[src/rtl/qc_pkg.sv]
// Shared definitions for the quantum-circuit datapath blocks:
// fixed-point helpers, LFSR constants and the measurement FSM states.
package qc_pkg;

    // Sign-magnitude word of width n: fraction bits below the sign bit.
    function automatic int unsigned frac_bits(input int unsigned n);
        return n - 1;
    endfunction

    function automatic int unsigned sign_bit(input int unsigned n);
        return n - 1;
    endfunction

    // x^16 + x^14 + x^13 + x^11 + 1 in right-shifting Fibonacci form:
    // feedback is the XOR of state bits 0, 2, 3 and 5, entering at bit 15.
    localparam logic [15:0] LFSR_TAPS     = 16'h002D;
    localparam logic [15:0] LFSR_NZ_SEED  = 16'h0001;

    typedef enum logic [1:0] {
        IDLE,
        SQUARE,
        SAMPLE,
        DONE
    } state_t;

endpackage

[src/rtl/lfsr16.sv]
// 16-bit Fibonacci LFSR; loads seed on reset and steps only when enabled.
module lfsr16
    import qc_pkg::*;
(
    input  logic        clk,
    input  logic        rst_n,
    input  logic        en,
    input  logic [15:0] seed,
    output logic [15:0] state
);

    logic fb;

    assign fb = ^(state & LFSR_TAPS);

    // State register: an all-zero seed would lock up, so substitute 1.
    always_ff @(posedge clk or negedge rst_n) begin
        if (!rst_n) begin
            state <= (seed == '0) ? LFSR_NZ_SEED : seed;
        end else if (en) begin
            state <= {fb, state[15:1]};
        end
    end

endmodule

[src/rtl/measure_1qb.sv]
// Single-qubit measurement: squares the amplitudes into basis probabilities,
// then runs num_shots Bernoulli trials against p1 and reports outcome counts.
module measure_1qb
    import qc_pkg::*;
#(
    parameter int          N       = 16,
    parameter int          SHOTS_W = 16,
    parameter logic [15:0] SEED    = 16'hACE1
) (
    input  logic               clk,
    input  logic               rst_n,
    input  logic               in_valid,
    output logic               in_ready,
    input  logic [N-1:0]       state_vec [4],
    input  logic [SHOTS_W-1:0] num_shots,
    output logic               out_valid,
    input  logic               out_ready,
    output logic [N-1:0]       prob0,
    output logic [N-1:0]       prob1,
    output logic [SHOTS_W-1:0] count0,
    output logic [SHOTS_W-1:0] count1
);

    localparam int unsigned FB    = frac_bits(N);
    localparam int unsigned SB    = sign_bit(N);
    localparam logic [N-1:0] P_MAX = ~(N'(1) << SB);

    state_t               state_q, state_d;
    logic [N-1:0]         vec_q [4];
    logic [SHOTS_W-1:0]   shots_q;
    logic [SHOTS_W-1:0]   shot_cnt;
    logic [15:0]          lfsr_state;

    logic [FB-1:0]        mag  [4];
    logic [2*FB-1:0]      prod [4];
    logic [FB-1:0]        sq   [4];
    logic [N-1:0]         sum0, sum1, p0_sat, p1_sat;
    logic [FB-1:0]        r;
    logic                 shot_one;
    logic                 last_shot;

    lfsr16 u_lfsr (
        .clk   (clk),
        .rst_n (rst_n),
        .en    (state_q == SAMPLE),
        .seed  (SEED),
        .state (lfsr_state)
    );

    // Magnitude squares (sign dropped, so -0 squares to 0) and saturated sums.
    always_comb begin
        for (int unsigned i = 0; i < 4; i++) begin
            mag[i]  = FB'(vec_q[i]);
            prod[i] = {{FB{1'b0}}, mag[i]} * {{FB{1'b0}}, mag[i]};
            sq[i]   = FB'(prod[i] >> FB);
        end
        sum0   = {1'b0, sq[0]} + {1'b0, sq[1]};
        sum1   = {1'b0, sq[2]} + {1'b0, sq[3]};
        p0_sat = (sum0 > P_MAX) ? P_MAX : sum0;
        p1_sat = (sum1 > P_MAX) ? P_MAX : sum1;
    end

    // Shot decision: a saturated p1 always yields 1, otherwise compare r < p1.
    always_comb begin
        r         = FB'(lfsr_state >> (16 - FB));
        shot_one  = ({1'b0, r} < prob1) || (prob1 == P_MAX);
        last_shot = (shot_cnt == shots_q - SHOTS_W'(1));
    end

    // FSM state register.
    always_ff @(posedge clk or negedge rst_n) begin
        if (!rst_n) begin
            state_q <= IDLE;
        end else begin
            state_q <= state_d;
        end
    end

    // Next-state and handshake outputs.
    always_comb begin
        state_d   = state_q;
        in_ready  = 1'b0;
        out_valid = 1'b0;
        case (state_q)
            IDLE: begin
                in_ready = 1'b1;
                if (in_valid) state_d = SQUARE;
            end
            SQUARE: state_d = (shots_q == '0) ? DONE : SAMPLE;
            SAMPLE: if (last_shot) state_d = DONE;
            DONE: begin
                out_valid = 1'b1;
                if (out_ready) state_d = IDLE;
            end
            default: state_d = IDLE;
        endcase
    end

    // Datapath: job capture, probability registers and outcome counters.
    always_ff @(posedge clk or negedge rst_n) begin
        if (!rst_n) begin
            vec_q    <= '{default: '0};
            shots_q  <= '0;
            shot_cnt <= '0;
            prob0    <= '0;
            prob1    <= '0;
            count0   <= '0;
            count1   <= '0;
        end else begin
            case (state_q)
                IDLE: begin
                    if (in_valid) begin
                        vec_q   <= state_vec;
                        shots_q <= num_shots;
                    end
                end
                SQUARE: begin
                    prob0    <= p0_sat;
                    prob1    <= p1_sat;
                    count0   <= '0;
                    count1   <= '0;
                    shot_cnt <= '0;
                end
                SAMPLE: begin
                    shot_cnt <= shot_cnt + SHOTS_W'(1);
                    if (shot_one) count1 <= count1 + SHOTS_W'(1);
                    else          count0 <= count0 + SHOTS_W'(1);
                end
                default: ;
            endcase
        end
    end

endmodule

[config.mk]
export PLATFORM = sky130hd
export DESIGN_NAME = measure_1qb
export DESIGN_NICKNAME = d
export VERILOG_FILES = /design/src/rtl/qc_pkg.sv /design/src/rtl/lfsr16.sv /design/src/rtl/measure_1qb.sv
export SDC_FILE = /design/constraint.sdc
export NUM_CORES = 2
export LEC_CHECK = 0
export BUFFER_PORTS_ARGS = -buffer_cell sky130_fd_sc_hd__buf_4
export CAP_MARGIN = 20
export CORE_MARGIN = 2
export CORE_UTILIZATION = 53
export CTS_CLUSTER_DIAMETER = 100
export DETAILED_ROUTE_END_ITERATION = 10
export PLACE_DENSITY = 0.84
export SYNTH_ARGS = -nofsm -noshare
export SYNTH_HDL_FRONTEND = slang
export SYNTH_SLANG_ARGS = --single-unit
[constraint.sdc]
create_clock -name clk -period 8.25 [get_ports clk]
set_input_delay 1.65 -clock clk [delete_from_list [all_inputs] [get_ports clk]]
set_output_delay 1.65 -clock clk [all_outputs]
set_load 0.03 [all_outputs]
==> flow_metrics.env <==
export IMPL_outcome="completed"
export IMPL_clock_latency_ns=0.51
export IMPL_ctsHoldBuffers=0
export IMPL_finalNetCount=4593
export IMPL_cts_tree="built"
export IMPL_cts_made_buffers=17
export IMPL_yosysUniqueCellTypes=77
export IMPL_yosysSeqAreaShare_pct=13.6
export IMPL_path_delay_family="adder cells"
export IMPL_cts_sinks=174
export IMPL_grt_max_degree=103
export IMPL_dieArea_sq_um=62500
export IMPL_hold_slack_ns=0.506
export IMPL_synth_top_area_share_pct=34.3
export IMPL_grt_pass1_wl_microns=120000
export IMPL_wl_per_cell_microns=16.3
export IMPL_final_antenna_net_count=0
export IMPL_dr_pass1_iters=5
export IMPL_yosysMostFrequentCell="inv_1"
export IMPL_drv_slew=0
export IMPL_final_period_utilization_pct=96.7
export IMPL_io_pins=150
export IMPL_cp_end_kind="flip-flop"
export IMPL_worstSetupPathType="reg2reg"
export IMPL_fmax_ghz=0.125
export IMPL_cp_required_ns=8.64
export IMPL_multi_input_area_sq_um=24400
export IMPL_async_flop_share_pct=100
export IMPL_cp_data_arrival_time_ns=8.37
export IMPL_ys_flop_type="dfrtp_1"
export IMPL_hold_path_depth=1
export IMPL_slowest_delay_ns=0.51
export IMPL_fill_cells=4784
export IMPL_start_kind="flip-flop"
export IMPL_vias=23362
export IMPL_wirelength_microns=71000
export IMPL_cts_root_buffer="clkbuf_16"
export IMPL_synth_edf_count=0
export IMPL_worst_path_stages=31
export IMPL_synth_largest_area_cell="fa_1"
export IMPL_grt_usage_pct=23.8
export IMPL_vias_per_cell=5.37
export IMPL_synth_commonest_cells="831 x inv_1, 550 x fa_1, 404 x ha_1"
export IMPL_setup_viol=0
export IMPL_die_w_microns=250
export IMPL_fin_crit_ns=7.98
export IMPL_r2r_cells=31
export IMPL_drc=0
export IMPL_synth_nets=4414
export IMPL_antennaDiodeCount=0
export IMPL_maxCapViolations=0
export IMPL_netlist_instances=3376
export IMPL_yosysWarnings=0
export IMPL_cpMaxStageDelayCell="fa_1"
export IMPL_portBuffers=145
export IMPL_grt_ovfl_total=0
export IMPL_initial_core_util_pct=53.4
export IMPL_r2r_setup_slack_ns=0.27
export IMPL_antenna_found_initial=1
export IMPL_drive_above_1_share_pct=12.3
export IMPL_slew_headroom_pct=35.2
export IMPL_grt_pass1_vias=25311
export IMPL_clockBufferDepth=2
export IMPL_netlist_area_sq_um=32100
export IMPL_hpwl_microns=58500
export IMPL_seq_area_sq_um=4380
export IMPL_htree_levels=4
export IMPL_hold_viol=0
export IMPL_areaGrowthSynthToFinish_pct=10.2
export IMPL_synth_area_top_cells="fa_1 34%, ha_1 16%, dfrtp_1 13%, inv_1 9.7%, nand2_1 3.8%"
export IMPL_critical_path_buf_inv_count=6
export IMPL_core_area_sq_um=60100
export IMPL_initialDrtViolationCount=1367
export IMPL_cp_max_fo=9
export IMPL_crit_top_cell="fa_1"
export IMPL_synth_seq_cells=174
export IMPL_num_rows=90
export IMPL_avgSynthCellArea_sq_um=9.51
export IMPL_clock_skew_ns=0.0203
export IMPL_hold_class="reg2reg"
export IMPL_place_congestion=0.891
export IMPL_die_y_microns=250
export IMPL_worst_pin_slew_ns=0.972
export IMPL_clk_pin_slew_ns=0.08
-- layout make-up --
class | count | area share [%]
repair buffers | 248 | 5.29
well taps | 782 | 2.77
clock inverters | 14 | 0.488
inverters | 831 | 8.82
flip-flops and latches | 174 | 12.4
clock buffers | 18 | 1.24
multi-input cells | 2283 | 69.0
-- repair_timing --
action                                  4_1_cts  5_1_grt
endpoints found under the hold margin         0        0
pin swaps                                     0       10
resized for setup                             2       39
gates cloned                                  0        1
setup buffers                                 0        9
endpoints found under the setup margin       23       30
-- path summary, 6_finish.rpt --
path                                       startpoint                    end
worst max-delay path              mag[55]$_DFFE_PN0P_   prob0[0]$_DFFE_PN0P_
min in group asynchronous                       rst_n    mag[14]$_DFFE_PN0P_
worst min-delay path            prob0[10]$_DFFE_PN0P_  prob0[10]$_DFFE_PN0P_
max in group asynchronous                       rst_n    mag[47]$_DFFE_PN0P_
worst min register to register  prob0[10]$_DFFE_PN0P_  prob0[10]$_DFFE_PN0P_
worst max register to register    mag[55]$_DFFE_PN0P_   prob0[0]$_DFFE_PN0P_
-- per-stage QoR --
| stage | setup WS (ns) | util (%) | cell area (sq um) | setup TNS [ns] | std cells |
|---|---|---|---|---|---|
| 2_1_floorplan | 0.525 | - | 32100 | 0 | 3376 |
| 3_3_place_gp | 0.132 | 57.4 | 34500 | 0 | 4308 |
| 3_5_place_dp | -0.0468 | 57.4 | 34500 | -0.777 | 4308 |
| 4_1_cts | 0.0425 | 58.4 | 35100 | 0 | 4340 |
| 5_1_grt | -0.0611 | 58.8 | 35400 | -0.950 | 4350 |
| 6_report | 0.272 | 58.8 | 35400 | 0 | 4350 |
-- sequential cells by signal, summed over array words and instances (netlist names), 16 cells and up --
name / cells
count0: 16
count1: 16
mag: 60
prob0: 16
prob1: 16
shot_cnt: 16
shots_q: 16
u_lfsr.state: 16
-- metal layers --
metal / GRT usage [%] / routed length, microns / up-vias
li1: - / - / 10776
met1: 29.4 / 28200 / 11755
met2: 41.5 / 36000 / 676
met3: 4.77 / 4530 / 153
met4: 8.76 / 2260 / 2
met5: 0 / 10 / -
-- cells in the final DEF (no fill, tap or decap), types with 5 or more instances in the layout --
master / n
or4_1: 5
mux2i_1: 15
nor2_1: 132
nor2b_1: 27
o31ai_1: 9
buf_4: 246
a31oi_1: 8
a21oi_2: 9
ha_1: 404
dfrtp_2: 10
nand2_1: 324
o21ai_0: 35
fa_1: 550
and2_1: 131
dfstp_2: 8
nand3_1: 46
o22a_1: 16
xor2_1: 52
nor3_1: 29
and3_1: 20
mux2_2: 96
nand2b_1: 8
nand4_1: 20
clkbuf_16: 17
a211oi_1: 7
o21a_1: 18
inv_1: 831
o21bai_1: 9
a21o_1: 36
o211ai_1: 9
a21oi_1: 81
xnor2_1: 88
or2_2: 9
dfrtp_1: 156
-- kinds of logic after synthesis --
logic type / Yosys count / share of synthesized area (%)
multiplexers: 112 / 3.88
buffers and inverters: 919 / 10.8
AND/OR/NAND/NOR: 783 / 11.6
XOR/XNOR: 143 / 3.90
AO/OA/AOI/OAI: 291 / 6.14
flip-flops: 174 / 13.6
adder cells (fa/ha/maj): 954 / 50.1
Power is not shown: default switching activity piles up to over one toggle a cycle in this logic, so the estimate is an artifact.
